### config.mk
export PLATFORM = sky130hd
export DESIGN_NAME = axi_tdd_ng_sync_gen_mc
export DESIGN_NICKNAME = d
export VERILOG_FILES = /design/src/rtl/axi_tdd_ng_sync_gen_mc.sv
export SDC_FILE = /design/constraint.sdc
export NUM_CORES = 1
export LEC_CHECK = 0
export ABC_CLOCK_PERIOD_IN_PS = 4000
export BUFFER_PORTS_ARGS = -buffer_cell sky130_fd_sc_hd__clkbuf_2
export CORE_MARGIN = 2
export CORE_UTILIZATION = 45
export CTS_CLUSTER_DIAMETER = 200
export DETAILED_ROUTE_END_ITERATION = 16
export GPL_ROUTABILITY_DRIVEN = 0
export GPL_TIMING_DRIVEN = 0
export PLACE_DENSITY = 0.66
export SYNTH_ARGS = -nofsm -noshare
export SYNTH_HDL_FRONTEND = slang
export SYNTH_SLANG_ARGS = --single-unit
### constraint.sdc
create_clock -name clk -period 4 [get_ports clk]
set_input_delay 0.4 -clock clk [delete_from_list [all_inputs] [get_ports clk]]
set_output_delay 0.4 -clock clk [all_outputs]
set_load 0.01 [all_outputs]
### src/rtl/axi_tdd_ng_sync_gen_mc.sv
`default_nettype none
// ============================================================================
//  Module      : axi_tdd_ng_sync_gen_mc
//  Description : Multi-source TDD frame-sync generator. Merges external sync
//                inputs, an internal periodic generator and a software strobe
//                into one registered single-cycle sync pulse, with per-input
//                mask/polarity, post-sync holdoff, one-shot arming and an
//                emitted-sync counter.
//  Revision    : 1.0 - initial release
// ============================================================================
module axi_tdd_ng_sync_gen_mc #(
    parameter int NUM_EXT           = 2,
    parameter int SYNC_EXTERNAL     = 1,
    parameter int SYNC_EXTERNAL_CDC = 1,
    parameter int SYNC_INTERNAL     = 1,
    parameter int SYNC_COUNT_WIDTH  = 64,
    parameter int HOLDOFF_WIDTH     = 16
) (
    input  logic                        clk,
    input  logic                        resetn,
    input  logic [NUM_EXT-1:0]          sync_in,
    output logic                        sync_out,
    output logic                        sync_armed,
    output logic [31:0]                 sync_count,
    input  logic                        tdd_enable,
    input  logic                        tdd_sync_ext,
    input  logic [NUM_EXT-1:0]          tdd_sync_ext_mask,
    input  logic [NUM_EXT-1:0]          tdd_sync_ext_pol,
    input  logic                        tdd_sync_int,
    input  logic                        tdd_sync_soft,
    input  logic [SYNC_COUNT_WIDTH-1:0] tdd_sync_period,
    input  logic [HOLDOFF_WIDTH-1:0]    tdd_sync_holdoff,
    input  logic                        tdd_sync_oneshot,
    input  logic                        tdd_sync_arm
);

    localparam logic [1:0] c_ST_IDLE  = 2'd0;
    localparam logic [1:0] c_ST_READY = 2'd1;
    localparam logic [1:0] c_ST_HOLD  = 2'd2;

    localparam logic [SYNC_COUNT_WIDTH-1:0] c_CNT_ONE  = {{(SYNC_COUNT_WIDTH-1){1'b0}}, 1'b1};
    localparam logic [HOLDOFF_WIDTH-1:0]    c_HOLD_ONE = {{(HOLDOFF_WIDTH-1){1'b0}}, 1'b1};

    // Reset and block disable share one clear path, which overrides everything.
    logic w_clear;
    assign w_clear = ~resetn | ~tdd_enable;

    logic [NUM_EXT-1:0] w_ext_p;
    logic               w_int_raw;

    // ------------------------------------------------------------------------
    // External source conditioning
    // ------------------------------------------------------------------------
    generate
        if (SYNC_EXTERNAL == 0) begin : g_ext_off
            assign w_ext_p = '0;
        end else if (SYNC_EXTERNAL_CDC != 0) begin : g_ext_cdc
            logic [NUM_EXT-1:0] r_m1;
            logic [NUM_EXT-1:0] r_m2;
            logic [NUM_EXT-1:0] r_m3;

            // Polarity-corrected synchronizer chain; third stage feeds the edge detector.
            always_ff @(posedge clk) begin
                if (w_clear) begin
                    r_m1 <= '0;
                    r_m2 <= '0;
                    r_m3 <= '0;
                end else begin
                    r_m1 <= sync_in ^ tdd_sync_ext_pol;
                    r_m2 <= r_m1;
                    r_m3 <= r_m2;
                end
            end

            assign w_ext_p = r_m2 & ~r_m3;
        end else begin : g_ext_sync
            // Inputs are already clk-synchronous single-cycle pulses.
            assign w_ext_p = sync_in ^ tdd_sync_ext_pol;
        end
    endgenerate

    // ------------------------------------------------------------------------
    // Internal periodic generator
    // ------------------------------------------------------------------------
    generate
        if (SYNC_INTERNAL != 0) begin : g_int_on
            logic [SYNC_COUNT_WIDTH-1:0] r_period_cnt;
            logic [SYNC_COUNT_WIDTH-1:0] w_period_last;
            logic                        w_period_zero;
            logic                        w_at_last;

            assign w_period_last = tdd_sync_period - c_CNT_ONE;
            assign w_period_zero = (tdd_sync_period == '0);
            assign w_at_last     = (r_period_cnt == w_period_last);

            // Free-running 0..P-1 counter; held at 0 while the period is zero.
            // If the period shrinks below the current count, it runs on to wrap.
            always_ff @(posedge clk) begin
                if (w_clear || w_period_zero) begin
                    r_period_cnt <= '0;
                end else if (w_at_last) begin
                    r_period_cnt <= '0;
                end else begin
                    r_period_cnt <= r_period_cnt + c_CNT_ONE;
                end
            end

            assign w_int_raw = tdd_sync_int & w_at_last & ~w_period_zero;
        end else begin : g_int_off
            assign w_int_raw = 1'b0;
        end
    endgenerate

    // ------------------------------------------------------------------------
    // Source merge, gating and holdoff FSM
    // ------------------------------------------------------------------------
    logic [1:0]               r_state;
    logic [1:0]               w_state_nxt;
    logic [HOLDOFF_WIDTH-1:0] r_hold_cnt;
    logic [HOLDOFF_WIDTH-1:0] w_hold_nxt;
    logic                     r_armed;
    logic                     r_sync_out;
    logic [31:0]              r_sync_count;

    logic w_ext_raw;
    logic w_gate_ok;
    logic w_in_hold;
    logic w_gated;
    logic w_emit;
    logic w_hold_zero;

    assign w_ext_raw   = tdd_sync_ext & (|(w_ext_p & tdd_sync_ext_mask));
    assign w_gate_ok   = ~tdd_sync_oneshot | r_armed;
    assign w_in_hold   = (r_state == c_ST_HOLD);
    // Gated events arriving during holdoff are dropped, never queued.
    assign w_gated     = (w_ext_raw | w_int_raw) & w_gate_ok & ~w_in_hold;
    // The software strobe bypasses both arming and holdoff.
    assign w_emit      = w_gated | tdd_sync_soft;
    assign w_hold_zero = (tdd_sync_holdoff == '0);

    // Next-state logic: each emit opens a window of exactly H suppressed cycles.
    always_comb begin
        w_state_nxt = r_state;
        w_hold_nxt  = r_hold_cnt;
        case (r_state)
            c_ST_IDLE, c_ST_READY: begin
                w_state_nxt = c_ST_READY;
                if (w_emit && !w_hold_zero) begin
                    w_state_nxt = c_ST_HOLD;
                    w_hold_nxt  = tdd_sync_holdoff;
                end
            end
            c_ST_HOLD: begin
                if (w_emit) begin
                    w_hold_nxt  = tdd_sync_holdoff;
                    w_state_nxt = w_hold_zero ? c_ST_READY : c_ST_HOLD;
                end else if (r_hold_cnt <= c_HOLD_ONE) begin
                    w_state_nxt = c_ST_READY;
                    w_hold_nxt  = '0;
                end else begin
                    w_hold_nxt  = r_hold_cnt - c_HOLD_ONE;
                end
            end
            default: begin
                w_state_nxt = c_ST_IDLE;
                w_hold_nxt  = '0;
            end
        endcase
    end

    // State, output pulse, arm flag and emitted-sync counter registers.
    always_ff @(posedge clk) begin
        if (w_clear) begin
            r_state      <= c_ST_IDLE;
            r_hold_cnt   <= '0;
            r_sync_out   <= 1'b0;
            r_armed      <= 1'b0;
            r_sync_count <= '0;
        end else begin
            r_state    <= w_state_nxt;
            r_hold_cnt <= w_hold_nxt;
            r_sync_out <= w_emit;
            // An arm strobe wins over a simultaneous emit.
            r_armed    <= tdd_sync_arm | (r_armed & ~w_emit);
            if (w_emit) begin
                r_sync_count <= r_sync_count + 32'd1;
            end
        end
    end

    assign sync_out   = r_sync_out;
    assign sync_armed = r_armed;
    assign sync_count = r_sync_count;

endmodule
`default_nettype wire

# Yosys cells after proc, flatten, opt, wreduce, memory -nomap -nowiden
# Index checks and enable logic that the tools add are counted.
[totals]
register_bits = 122
latch_bits = 0
ramBits = 0
rom_bits = 0
inputBits = 94
wordCells = 58
mem_count = 0
[op_classes]
n_addsub = 4
multipliers = 0
div = 0
n_lt_le_gt_ge = 1
eq_ne = 5
n_shift = 0
mux = 9
n_bitwise = 21
reduce_logical = 9
[ops]
columns = ["cell", "n"]
rows = [
  ["$add 64x1->64 const B", 1],
  ["$eq 64x64->1", 1],
  ["$logic_not 64->1", 1],
  ["$sub 64x1->64 const B", 1],
  ["$mux 16", 3],
  ["$add 32x1->32 const B", 1],
  ["$pmux 16 s2", 1],
  ["$le 16x1->1 const B", 1],
  ["$logic_not 16->1", 1],
  ["$sub 16x1->16 const B", 1],
  ["$mux 2", 4],
  ["$and 1x1->1", 6],
  ["$not 1->1", 6],
  ["$reduce_or 2->1", 3],
  ["$or 1x1->1", 5],
  ["$and 2x2->2", 2],
  ["$pmux 2 s2", 1],
  ["$ne 3x1->1 const B", 1],
  ["$eq 2x1->1 const B", 1],
  ["$eq 2x2->1 const B", 1],
  ["$logic_not 2->1", 1],
  ["$ne 2x2->1 const B", 1],
  ["$not 2->2", 1],
  ["$xor 2x2->2", 1],
  ["other kinds (3)", 3],
]

# Longest topological paths before layout
[depth]
ltp_word = 12
depth_mapped = 14
mapped_depth_nobuf = 13

# Worst setup path before layout
# No wires, ideal clock.
[synth_path]
path_kind = "input port to flip-flop"
from = "in tdd_sync_period[0]"
to = "reg r_sync_count[30], in the netlist sync_count[30]"
setup_time_ns = 0.070
arrival_ns = 4.052
required_time_ns = 3.930
slack_ns = -0.123
path_stages = 13
cell_sequence = "inv_1 > ha_1 > nor3b_2 > nand2_1 > nor4_4 > nand4_1 > xnor2_1 > or4b_2 > or4_4 > o21bai_4 > nand3_2 > or4_1 > a21oi_1"
[synth_via]
elab_chain_len = 8
[synth_lines]
columns = ["item", "line", "text"]
rows = [
  ["start: declaration", "31", "input logic [SYNC_COUNT_WIDTH-1:0] tdd_sync_period,"],
  ["$sub 64x1->64", "92", "assign w_period_last = tdd_sync_period - c_CNT_ONE;"],
  ["$eq 64x64->1", "94", "assign w_at_last = (r_period_cnt == w_period_last);"],
  ["$and 1x1->1", "108", "assign w_int_raw = tdd_sync_int & w_at_last & ~w_period_zero;"],
  ["$and 1x1->1 *", "108", ""],
  ["$or 1x1->1 *", "136", "assign w_gated = (w_ext_raw | w_int_raw) & w_gate_ok & ~w_in_hold;"],
  ["$and 1x1->1 * (2 in series)", "136", ""],
  ["$or 1x1->1 *", "138", "assign w_emit = w_gated | tdd_sync_soft;"],
  ["end signal: assignment", "186", "r_sync_count <= r_sync_count + 32'd1;"],
  ["end: declaration", "123", "logic [31:0] r_sync_count;"],
]
# Mark *: on every way between the ends. The rest lies on a longest branch, timed or not.
# A chain may end at the register's enable or synchronous reset.

# Final worst setup path
[layout_path]
from = "in tdd_sync_period[28]"
to = "reg r_sync_count[31], in the netlist sync_count[31]"
# The elaborated chain is that of the path after synthesis.

==> flow_summary.toml <==
[min_path]
hp-class = "in2reg"

[floorplan]
dieArea_um2 = 19000
fp.dieH_um = 138
ios = 128
num_rows = 48
start_util = 0.462
core_um2 = 17400
die_w_um = 138

[logic_synthesis]
synthFlopType = "dfxtp_1"
synth_fa_ha_area_frac = 0.00777
yosysWarnings = 0
synth-edff-count = 0
synthSimpleGateAreaFrac = 0.339
synth-seq-cells = 122
yosysTopAreaCell = "dfxtp_1"
seq_area_frac_synth = 0.303
synth_area_um2 = 8050
syn-instance-count = 1036
synth_compound_area_frac = 0.111
synth_top_family_by_area = "simple AND/OR/NAND/NOR gates"
async_flop_share = 0
yosys.area.top_type_share = 0.303
synth_cell_types = 66
synth_mux_area_frac = 0.00513
synth_fp_nets = 1135
yosys-top-cells-area = "dfxtp_1 (30%), xor2_1 (12%), xnor2_1 (9.0%)"
avgSynthCellArea_um2 = 7.77
yosys.area_share.xor_xnor = 0.208

[final_layout]
post_route_cells_drive_above_1_share = 0.219
multi_input_area_um2 = 5750
n_antenna_cell = 0
area_delta_synth_final_pct = 26.6
register_area_um2 = 2440
final_nets = 1308
nFillCells = 1620
fin_cells = 1447

[timing]
setup_viol = 0
slew_headroom = 0.477
holdWs_ns = 0.182
fin_crit_ns = 3.96
fin_crit_sh = 0.990
max_slew.worst_pin.slew_ns = 0.779
finalMaxSlewViolations = 0
skew_ns = 0.0105
fmax_mhz = 253
finalHoldViolCount = 0

[global_route]
grt_pass1_wl_um = 38700
overflow = 0
grt_usage = 0.261
antenna_found_initial = 0
grt_pass1_vias = 7595
grt_max_degree = 17

[placed_design]
port_buffers = 122
dp_hpwl_um = 18300
place_inst = 1383

[drt]
ant_nets = 0
wl_per_cell_um = 17.2
vias_per_cell = 5.77
vias = 8346
initialDrtViolationCount = 601
first_pass_iters = 5
routed_wl_um = 24900
drc = 0

[pwr]
power_leakage_uw = 0.00366
totalPowerFinal_uw = 3250
p_per_area_nw_per_um2 = 319
vdd_drop_max_mv = 0.298

[clock_network]
h-tree-depth = 4
clkTransAtPathRegs_ns = 0.07
root_buffer = "clkbuf_16"
clk_latency_ns = 0.43
cts_tree = "done"
cts_buffer_depth = 2
cts_sinks = 122
postCtsHoldBufs = 0
cts_made_buffers = 17

[run_status]
outcome = "complete, no violations"

[run]
maxCapViolations = 0

[setup_path]
crit_path_top_delay_cell = "or4_1"
crit_fanout = 7
cp.arrival_ns = 4.32
path_common_cell = "or4_1"
path_class = "in2reg"
slowest_delay_ns = 0.56
crit_path_start_kind = "input port"
cp.required_ns = 4.36
path_cells = "clkbuf_2 > nor4_4 > nand4_1 > or4_1 > a211oi_2 > or4b_4 > or4_4 > o21bai_4 > buf_4 > nand2_2 > or4_1 > a21oi_1"
endpoint_kind = "flop"
through the flow:
stage	worst slack, ns	setup TNS, ns	area (um2)	utilization
after floorplan	0.00113	0	8080	-
final	0.0403	0	10200	0.585
after CTS	0.00308	0	9910	0.569
after global routing	-0.0367	-0.118	10200	0.585
after detailed placement	-1.23	-109.82	8970	0.515
after global placement	-1.19	-106.80	8970	0.515
metal layers:
layer / vias to the layer above / part of all wire / track usage
met3: 59 / 0.060 / 0.0508
met5: - / 0 / 0
li1: 4065 / - / -
met4: 0 / 0.029 / 0.0981
met1: 3900 / 0.44 / 0.332
met2: 322 / 0.47 / 0.438
flip-flops by register name, indices dropped and copies added (netlist names):
name,count
r_state,2
g_ext_cdc.r_m3,2
g_ext_cdc.r_m2,2
r_hold_cnt,16
sync_out,1
g_int_on.r_period_cnt,64
g_ext_cdc.r_m1,2
sync_count,32
sync_armed,1
synthesized netlist by cell type, drive strengths merged (2+ instances only):
master and number:
nor2 160, dfxtp 122, xor2 108, nand2 84, xnor2 83, nand3 49, nor4 45, nor3 44
nand4 43, clkbuf 32, a21oi 27, o21ai 27, and3 24, inv 19, or3 19, and4 13
or4 13, a211oi 9, a31oi 9, o22ai 8, o31ai 8, or2 8, and2 6, nand3b 6
buf 5, ha 5, o21a 5, o21bai 5, o41ai 4, a22oi 3, a311oi 3, a41oi 3
mux2i 3, nand2b 3, o221ai 3, o32ai 3, nand4b 2, nor3b 2, nor4b 2, o211ai 2
o311a 2
timing repair:
action / in CTS / in global routing
gates cloned: 1 / 0
pin swaps: 11 / 22
gates resized for setup: 41 / 47
setup buffers: 17 / 15
setup endpoints to repair: 112 / 108
final timing paths:
kind              cells after the start  slack [ns]                     start                end
setup / recovery                     12        0.04       tdd_sync_period[28]     sync_count[31]
setup reg to reg                     12        0.18  g_int_on.r_period_cnt[2]     sync_count[31]
hold / removal                        3        0.18              tdd_sync_arm         sync_armed
hold reg to reg                       1        0.47         g_ext_cdc.r_m1[1]  g_ext_cdc.r_m2[1]
kinds of logic after synthesis:
group | Yosys count
adder cells (fa/ha/maj) | 5
AND/OR/NAND/NOR | 526
flip-flops | 122
multiplexers | 4
buffers and inverters | 56
XOR/XNOR | 191
AO/OA/AOI/OAI | 132
cell type report:
| cell class | count | share of cell area |
|---|---|---|
| multi-input cells | 858 | 0.564 |
| flip-flops and latches | 122 | 0.240 |
| inverters | 19 | 0.00700 |
| clock buffers | 17 | 0.0417 |
| well taps | 225 | 0.0276 |
| clock inverters | 15 | 0.0174 |
| repair buffers | 154 | 0.0860 |
| plain buffers | 37 | 0.0166 |
cell usage in the layout (no fill, tap or decap), types with 7 or more instances in the layout:
cell type / instances
a21oi_1: 26
and3_1: 23
o31ai_1: 7
a211oi_1: 8
buf_4: 27
o21ai_0: 23
clkbuf_1: 20
inv_1: 17
a31oi_1: 9
clkbuf_2: 127
dfxtp_1: 122
or4_1: 8
nor3_2: 7
nand2_1: 81
o22ai_1: 8
xnor2_1: 83
nand3_1: 46
or3_1: 18
nor4_1: 28
nand4_1: 43
nor3_1: 34
or2_2: 7
nor2_1: 156
nor4_4: 11
clkbuf_16: 17
and4_1: 13
xor2_1: 108
critical path, delay by kind of cell:
| kind | cells | cell delay (ns) |
|---|---|---|
| AOI/OAI and AO/OA | 3 | 0.68 |
| and+or+nand+nor | 7 | 2.90 |
| buffers and inverters | 2 | 0.31 |
power by group:
part	switching, uW	internal, uW	leakage (uW)	total (uW)
Clock	660	943	0.000293	1600
Sequential	12.9	1230	0.000986	1240
Combinational	249	158	0.00238	407
Total	921	2330	0.00366	3250
No activity file was read; power rests on OpenSTA's default activity.
